File: src/rtl/data_mem_if.sv
// Request/response bundle between a pipeline stage and data_mem_ctrl.
// The err signal exists only when DMC_ALIGN_CHECK_EN is defined.
interface data_mem_if #(
    parameter int DATA_W = 16,
    parameter int ADDR_W = 16
);
    logic              req_valid;
    logic              req_wr;
    logic [ADDR_W-1:0] req_addr;
    logic [DATA_W-1:0] req_data;
    logic [DATA_W-1:0] alu_in;
    logic              req_ready;
    logic              stall;
    logic              resp_valid;
    logic [DATA_W-1:0] resp_data;
    logic [DATA_W-1:0] alu_out;
`ifdef DMC_ALIGN_CHECK_EN
    logic              err;
`endif

    modport master (
        output req_valid, req_wr, req_addr, req_data, alu_in,
        input  req_ready, stall, resp_valid, resp_data, alu_out
`ifdef DMC_ALIGN_CHECK_EN
        , input err
`endif
    );

    modport slave (
        input  req_valid, req_wr, req_addr, req_data, alu_in,
        output req_ready, stall, resp_valid, resp_data, alu_out
`ifdef DMC_ALIGN_CHECK_EN
        , output err
`endif
    );
endinterface

File: src/rtl/data_mem_ctrl.sv
// Fixed-latency single-port data memory controller (IDLE/BUSY/DONE FSM).
// Optional misaligned-access detection is enabled by defining DMC_ALIGN_CHECK_EN.
module data_mem_ctrl #(
    parameter int DATA_W     = 16,
    parameter int ADDR_W     = 16,
    parameter int DEPTH_LOG2 = 8,
    parameter int LAT        = 2
) (
    input logic       clk,
    input logic       rst,
    data_mem_if.slave bus
);
    localparam int DEPTH = 1 << DEPTH_LOG2;
    localparam logic [3:0] LAT_M1 = 4'(LAT - 1);

    typedef enum logic [1:0] {
        IDLE = 2'd0,
        BUSY = 2'd1,
        DONE = 2'd2
    } state_t;

    state_t                state;
    state_t                state_nxt;
    logic [3:0]            cnt;
    logic [3:0]            cnt_nxt;
    logic                  ready;
    logic                  accept;
    logic                  access;
    logic                  mis_acc;

    logic                  wr_p0;
    logic [DEPTH_LOG2-1:0] idx_p0;
    logic                  odd_p0;
    logic [DATA_W-1:0]     data_p0;
    logic [DATA_W-1:0]     alu_p0;

    logic [DATA_W-1:0]     mem [DEPTH];
    logic                  resp_valid_q;
    logic [DATA_W-1:0]     resp_data_q;
    logic [DATA_W-1:0]     alu_out_q;
    logic                  unused_addr;

    // Word index drops the byte bit; upper address bits wrap modulo the depth.
    function automatic logic [DEPTH_LOG2-1:0] mem_index(input logic [ADDR_W-1:0] addr);
        return addr[DEPTH_LOG2:1];
    endfunction

    assign ready         = (state != BUSY);
    assign accept        = bus.req_valid && ready;
    assign bus.req_ready = ready;
    assign bus.stall     = (bus.req_valid && !ready) || (state == BUSY);
    assign unused_addr   = ^bus.req_addr;

`ifdef DMC_ALIGN_CHECK_EN
    assign mis_acc = odd_p0;
`else
    assign mis_acc = 1'b0;
`endif

    always_ff @(posedge clk or posedge rst) begin
        if (rst) begin
            state <= IDLE;
            cnt   <= '0;
        end else begin
            state <= state_nxt;
            cnt   <= cnt_nxt;
        end
    end

    always_comb begin
        state_nxt = state;
        cnt_nxt   = cnt;
        access    = 1'b0;
        case (state)
            IDLE: begin
                if (accept) begin
                    state_nxt = BUSY;
                    cnt_nxt   = LAT_M1;
                end
            end
            BUSY: begin
                if (cnt == 4'd0) begin
                    access    = 1'b1;
                    state_nxt = DONE;
                end else begin
                    cnt_nxt = cnt - 4'd1;
                end
            end
            DONE: begin
                if (accept) begin
                    state_nxt = BUSY;
                    cnt_nxt   = LAT_M1;
                end else begin
                    state_nxt = IDLE;
                end
            end
            default: state_nxt = IDLE;
        endcase
    end

    // Stage p0: request captured at acceptance, held through BUSY.
    always_ff @(posedge clk) begin
        if (accept) begin
            wr_p0   <= bus.req_wr;
            idx_p0  <= mem_index(bus.req_addr);
            odd_p0  <= bus.req_addr[0];
            data_p0 <= bus.req_data;
            alu_p0  <= bus.alu_in;
        end
    end

    // The rst term keeps an aborted write from touching the array.
    always_ff @(posedge clk) begin
        if (access && wr_p0 && !mis_acc && !rst) begin
            mem[idx_p0] <= data_p0;
        end
    end

    // Stage p1: response registers, visible during DONE.
    always_ff @(posedge clk or posedge rst) begin
        if (rst) begin
            resp_valid_q <= 1'b0;
            resp_data_q  <= '0;
            alu_out_q    <= '0;
        end else begin
            resp_valid_q <= access;
            if (access) begin
                alu_out_q <= alu_p0;
                if (mis_acc) begin
                    resp_data_q <= '0;
                end else if (!wr_p0) begin
                    resp_data_q <= mem[idx_p0];
                end
            end
        end
    end

`ifdef DMC_ALIGN_CHECK_EN
    logic err_q;
    always_ff @(posedge clk or posedge rst) begin
        if (rst) begin
            err_q <= 1'b0;
        end else begin
            err_q <= access && mis_acc;
        end
    end
    assign bus.err = err_q;
`endif

    assign bus.resp_valid = resp_valid_q;
    assign bus.resp_data  = resp_data_q;
    assign bus.alu_out    = alu_out_q;
endmodule
File: src/flat_wrapper.sv
// flat-port wrapper written by rule: the top's interface ports become plain ports
module data_mem_ctrl_flat 
#(
    parameter int DATA_W     = 16,
    parameter int ADDR_W     = 16,
    parameter int DEPTH_LOG2 = 8,
    parameter int LAT        = 2
)
  (clk, rst, bus_req_valid, bus_req_wr, bus_req_addr, bus_req_data, bus_alu_in, bus_req_ready, bus_stall, bus_resp_valid, bus_resp_data, bus_alu_out);
  data_mem_if #(.DATA_W(DATA_W), .ADDR_W(ADDR_W)) bus_i ();
  input logic clk;
  input logic rst;
  input wire logic [$bits(bus_i.req_valid)-1:0] bus_req_valid;
  input wire logic [$bits(bus_i.req_wr)-1:0] bus_req_wr;
  input wire logic [$bits(bus_i.req_addr)-1:0] bus_req_addr;
  input wire logic [$bits(bus_i.req_data)-1:0] bus_req_data;
  input wire logic [$bits(bus_i.alu_in)-1:0] bus_alu_in;
  output wire logic [$bits(bus_i.req_ready)-1:0] bus_req_ready;
  output wire logic [$bits(bus_i.stall)-1:0] bus_stall;
  output wire logic [$bits(bus_i.resp_valid)-1:0] bus_resp_valid;
  output wire logic [$bits(bus_i.resp_data)-1:0] bus_resp_data;
  output wire logic [$bits(bus_i.alu_out)-1:0] bus_alu_out;
  assign bus_i.req_valid = bus_req_valid;
  assign bus_i.req_wr = bus_req_wr;
  assign bus_i.req_addr = bus_req_addr;
  assign bus_i.req_data = bus_req_data;
  assign bus_i.alu_in = bus_alu_in;
  assign bus_req_ready = bus_i.req_ready;
  assign bus_stall = bus_i.stall;
  assign bus_resp_valid = bus_i.resp_valid;
  assign bus_resp_data = bus_i.resp_data;
  assign bus_alu_out = bus_i.alu_out;
  data_mem_ctrl #(.DATA_W(DATA_W), .ADDR_W(ADDR_W), .DEPTH_LOG2(DEPTH_LOG2), .LAT(LAT)) u_core (.clk(clk), .rst(rst), .bus(bus_i));
endmodule
File: config.mk
export PLATFORM = sky130hd
export DESIGN_NAME = data_mem_ctrl_flat
export DESIGN_NICKNAME = d
export VERILOG_FILES = /design/src/rtl/data_mem_if.sv /design/src/rtl/data_mem_ctrl.sv /design/src/flat_wrapper.sv
export SDC_FILE = /design/constraint.sdc
export NUM_CORES = 2
export LEC_CHECK = 0
export BUFFER_PORTS_ARGS = -buffer_cell sky130_fd_sc_hd__buf_2
export CAP_MARGIN = 25
export CORE_MARGIN = 4
export CORE_UTILIZATION = 30
export DETAILED_ROUTE_END_ITERATION = 16
export HOLD_SLACK_MARGIN = 0.02
export SYNTH_ARGS = -nofsm -noshare
export SYNTH_HDL_FRONTEND = slang
export SYNTH_SLANG_ARGS = --single-unit
File: constraint.sdc
create_clock -name clk -period 7.45 [get_ports clk]
set_clock_uncertainty 0.1 [all_clocks]
set_input_delay 0.3725 -clock clk [delete_from_list [all_inputs] [get_ports clk]]
set_output_delay 0.3725 -clock clk [all_outputs]
set_load 0.02 [all_outputs]
==> impl_metrics.tcl <==
set metrics [dict create \
    die_w_um 740 \
    dr.first_iter.drc_count 9828 \
    max_freq_ghz 0.180 \
    dr.pass1.iters 6 \
    post_dp_cell_area_sq_um 171000 \
    die_area_sq_um 548000 \
    cts_buffers 406 \
    startpoint_type "flop" \
    p_leak_nw 58.1 \
    grt_pass1_vias 80100 \
    hold_class "in -> reg" \
    drive_above_1_share_pct 24.9 \
    crit_arrival_ps 6110 \
    p_per_area_nw_per_um2 301 \
    ant_nets 0 \
    grt_use_total_pct 15.1 \
    synth.distinct_cells 73 \
    wl_mm 427 \
    cts.path.max_buffers 4 \
    fin_tns_setup_ps 0 \
    syn_inst 7448 \
    switchingPower_mw 14.7 \
    layout_commonest_cell "edfxtp_1" \
    postSynthAreaPerCell_sq_um 21.6 \
    synth_edf_count 4137 \
    post_drt_wl_per_cell_um 27.5 \
    ys_ff_latch 4176 \
    ctsHtreeMaxLevel 5 \
    path_class "reg -> reg" \
    post_cts_buffers 0 \
    hold_viol 0 \
    grt_pass1_wl_mm 604 \
    place.gp.congestion 0.834 \
    drc_errors 0 \
    power_mw 55.9 \
    swShare_pct 26.2 \
    io_buffer_count 78 \
    power_frac_comb_pct 14.9 \
    ys_seq_area_share_pct 77.9 \
    end_kind "flop" \
    finalSetupViolCount 0 \
    status "completed" \
    grt_setup_unrepaired "no" \
    max_slew_margin_pct 10.0 \
    critPathMaxFanout 19 \
    die_h_um 740 \
    grt_max_degree 193 \
    cts_tree "yes" \
    worstMarginPinSlew_ps 1350 \
    hpwl_mm 254 \
    drv_cap 0 \
    ys.flop_type "edfxtp_1" \
    pwr-share-seq_pct 48.8 \
    area_delta_synth_final_pct 15.6 \
    core_area_sq_um 533000 \
    post-route-period-util_pct 74.4 \
    crit_required_ps 8010 \
    clock_latency_ps 960 \
    ir_drop_mv 0.421 \
    row_count 268 \
    io_pins 87 \
    cts_sinks 4176 \
    synth_nets 7502 \
    cts-root-buf "clkbuf_16" \
    syn_area_sq_um 161000 \
    cts-hold-fix-buffers 81 \
    fin_nets 8085 \
    post-route-min-period_ps 5550 \
    antenna_found_initial 27 \
    ys_async_sr_fraction_pct 0.934 \
    start_util_pct 30.1 \
    ys_warn_count 0 \
    vias_per_cell 5.13 \
    cts_resized 0 \
    layout_common_cells "edfxtp_1, mux4_2, mux2i_1, clkbuf_16, buf_4" \
    vias 79700 \
    p_int_mw 41.2 \
    final_area_sq_um 186000 \
    clock_power_share_pct 36.3 \
    grt_overflow_total 0 \
    clk_pin_slew_ps 60 \
    maxSlewViolCount 0 \
]
==> kinds of logic after synthesis <==
group	count (synthesis)	share of synthesized area, %
compound gates	570	2.48
buf+inv	444	1.73
flops	4176	77.9
simple gates	859	2.34
xor+xnor	3	0.0163
fa+ha+maj	2	0.0156
mux	1394	15.6
==> flip-flops by register name, indices dropped and copies added, names as in the netlist <==
register / flops
u_core.alu_p0: 16
u_core.bus.alu_out: 16
u_core.bus.resp_data: 16
u_core.bus.resp_valid: 1
u_core.cnt: 4
u_core.data_p0: 16
u_core.idx_p0: 8
u_core.mem: 4096
u_core.state: 2
u_core.wr_p0: 1
==> critical path, cell delays in order (launching register included) <==
cell     delay (ps)
dfrtp_1         400
inv_1           140
ha_1            160
or3b_1          400
or2_1           480
inv_2           360
nand3_1         590
nor3_2          480
nand2_1         760
buf_4           480
nor2_1          560
buf_4           340
==> cell usage after synthesis, types with 4 or more instances <==
master | number | area share (%)
nor3_2 | 4 | 0.025
a221oi_1 | 4 | 0.022
o32ai_1 | 4 | 0.022
nand2b_1 | 9 | 0.035
a311oi_1 | 4 | 0.022
o21ai_1 | 5 | 0.016
o211ai_1 | 13 | 0.061
a32oi_1 | 103 | 0.56
buf_2 | 136 | 0.42
o21a_1 | 4 | 0.019
nand2_1 | 336 | 0.78
dfrtp_1 | 39 | 0.61
a22oi_1 | 113 | 0.53
or4_1 | 10 | 0.047
buf_4 | 90 | 0.42
nor3_1 | 34 | 0.11
clkbuf_1 | 120 | 0.28
a31oi_1 | 8 | 0.031
inv_1 | 8 | 0.019
inv_2 | 4 | 0.0093
mux2_2 | 12 | 0.084
nand4_1 | 28 | 0.11
a41oi_1 | 4 | 0.022
buf_6 | 63 | 0.44
o22a_1 | 7 | 0.038
nor4b_1 | 7 | 0.038
mux2i_1 | 501 | 3.1
nor2b_1 | 13 | 0.051
buf_12 | 4 | 0.050
mux4_2 | 878 | 12
buf_1 | 12 | 0.028
a211oi_1 | 15 | 0.070
nor2_1 | 309 | 0.72
nand3_1 | 55 | 0.17
a21oi_1 | 81 | 0.25
buf_8 | 6 | 0.056
a211oi_2 | 8 | 0.062
o21ai_0 | 46 | 0.14
o22ai_1 | 131 | 0.51
nand4b_1 | 5 | 0.027
nor4_1 | 16 | 0.062
and3_1 | 13 | 0.051
edfxtp_1 | 4137 | 77
==> cell type report <==
type	instances	area, sq um
antenna	7	17.5
clock buffer	498	10500
clock inverter	244	2580
fill	48900	348000
inverter	13	61.3
multi-input combinational	2828	33000
sequential	4176	125000
tap	7155	8950
timing repair buffer	606	5430
==> per-stage QoR <==
stage | std cells | util [%] | hold slack [ps] | setup slack, ps
floorplan | 7448 | - | 315 | 3300
global placement | 14600 | 32.1 | 352 | 2050
detailed placement | 14700 | 32.1 | 340 | 1990
CTS | 15500 | 34.7 | 103 | 1960
global route | 15500 | 34.8 | 168 | 1690
finish | 15500 | 34.8 | 178 | 1900
==> power groups by stage <==
stage / combinational, mW / clock [mW] / sequential, mW
finish: 8.35 / 20.3 / 27.3
global route: 8.82 / 21.7 / 27.3
CTS: 8.39 / 20.7 / 27.3
detailed placement: 8.34 / 0 / 27.8
global placement: 8.14 / 0 / 27.8
floorplan: 4.46 / 0 / 28.6
==> layer usage <==
layer | track usage (%) | share of wire, %
met1 | 20.5 | 40
met2 | 24.1 | 47
met5 | 0 | 0.0056
met4 | 5.09 | 3.6
met3 | 3.30 | 9.6
==> worst paths after layout <==
check                             startpoint                  endpoint  slack, ps  cells after the start
max                            u_core.cnt[0]       u_core.mem[164][12]       1900                     11
min in group asynchronous                rst     u_core.bus.alu_out[9]        620                      5
min                            bus_req_valid             u_core.cnt[0]        180                      4
min reg2reg                u_core.alu_p0[13]    u_core.bus.alu_out[13]        360                      2
max in group asynchronous                rst  u_core.bus.resp_data[13]       6160                      5
max reg2reg                    u_core.cnt[0]       u_core.mem[164][12]       1900                     11
Power figures use the tool's default switching activity.
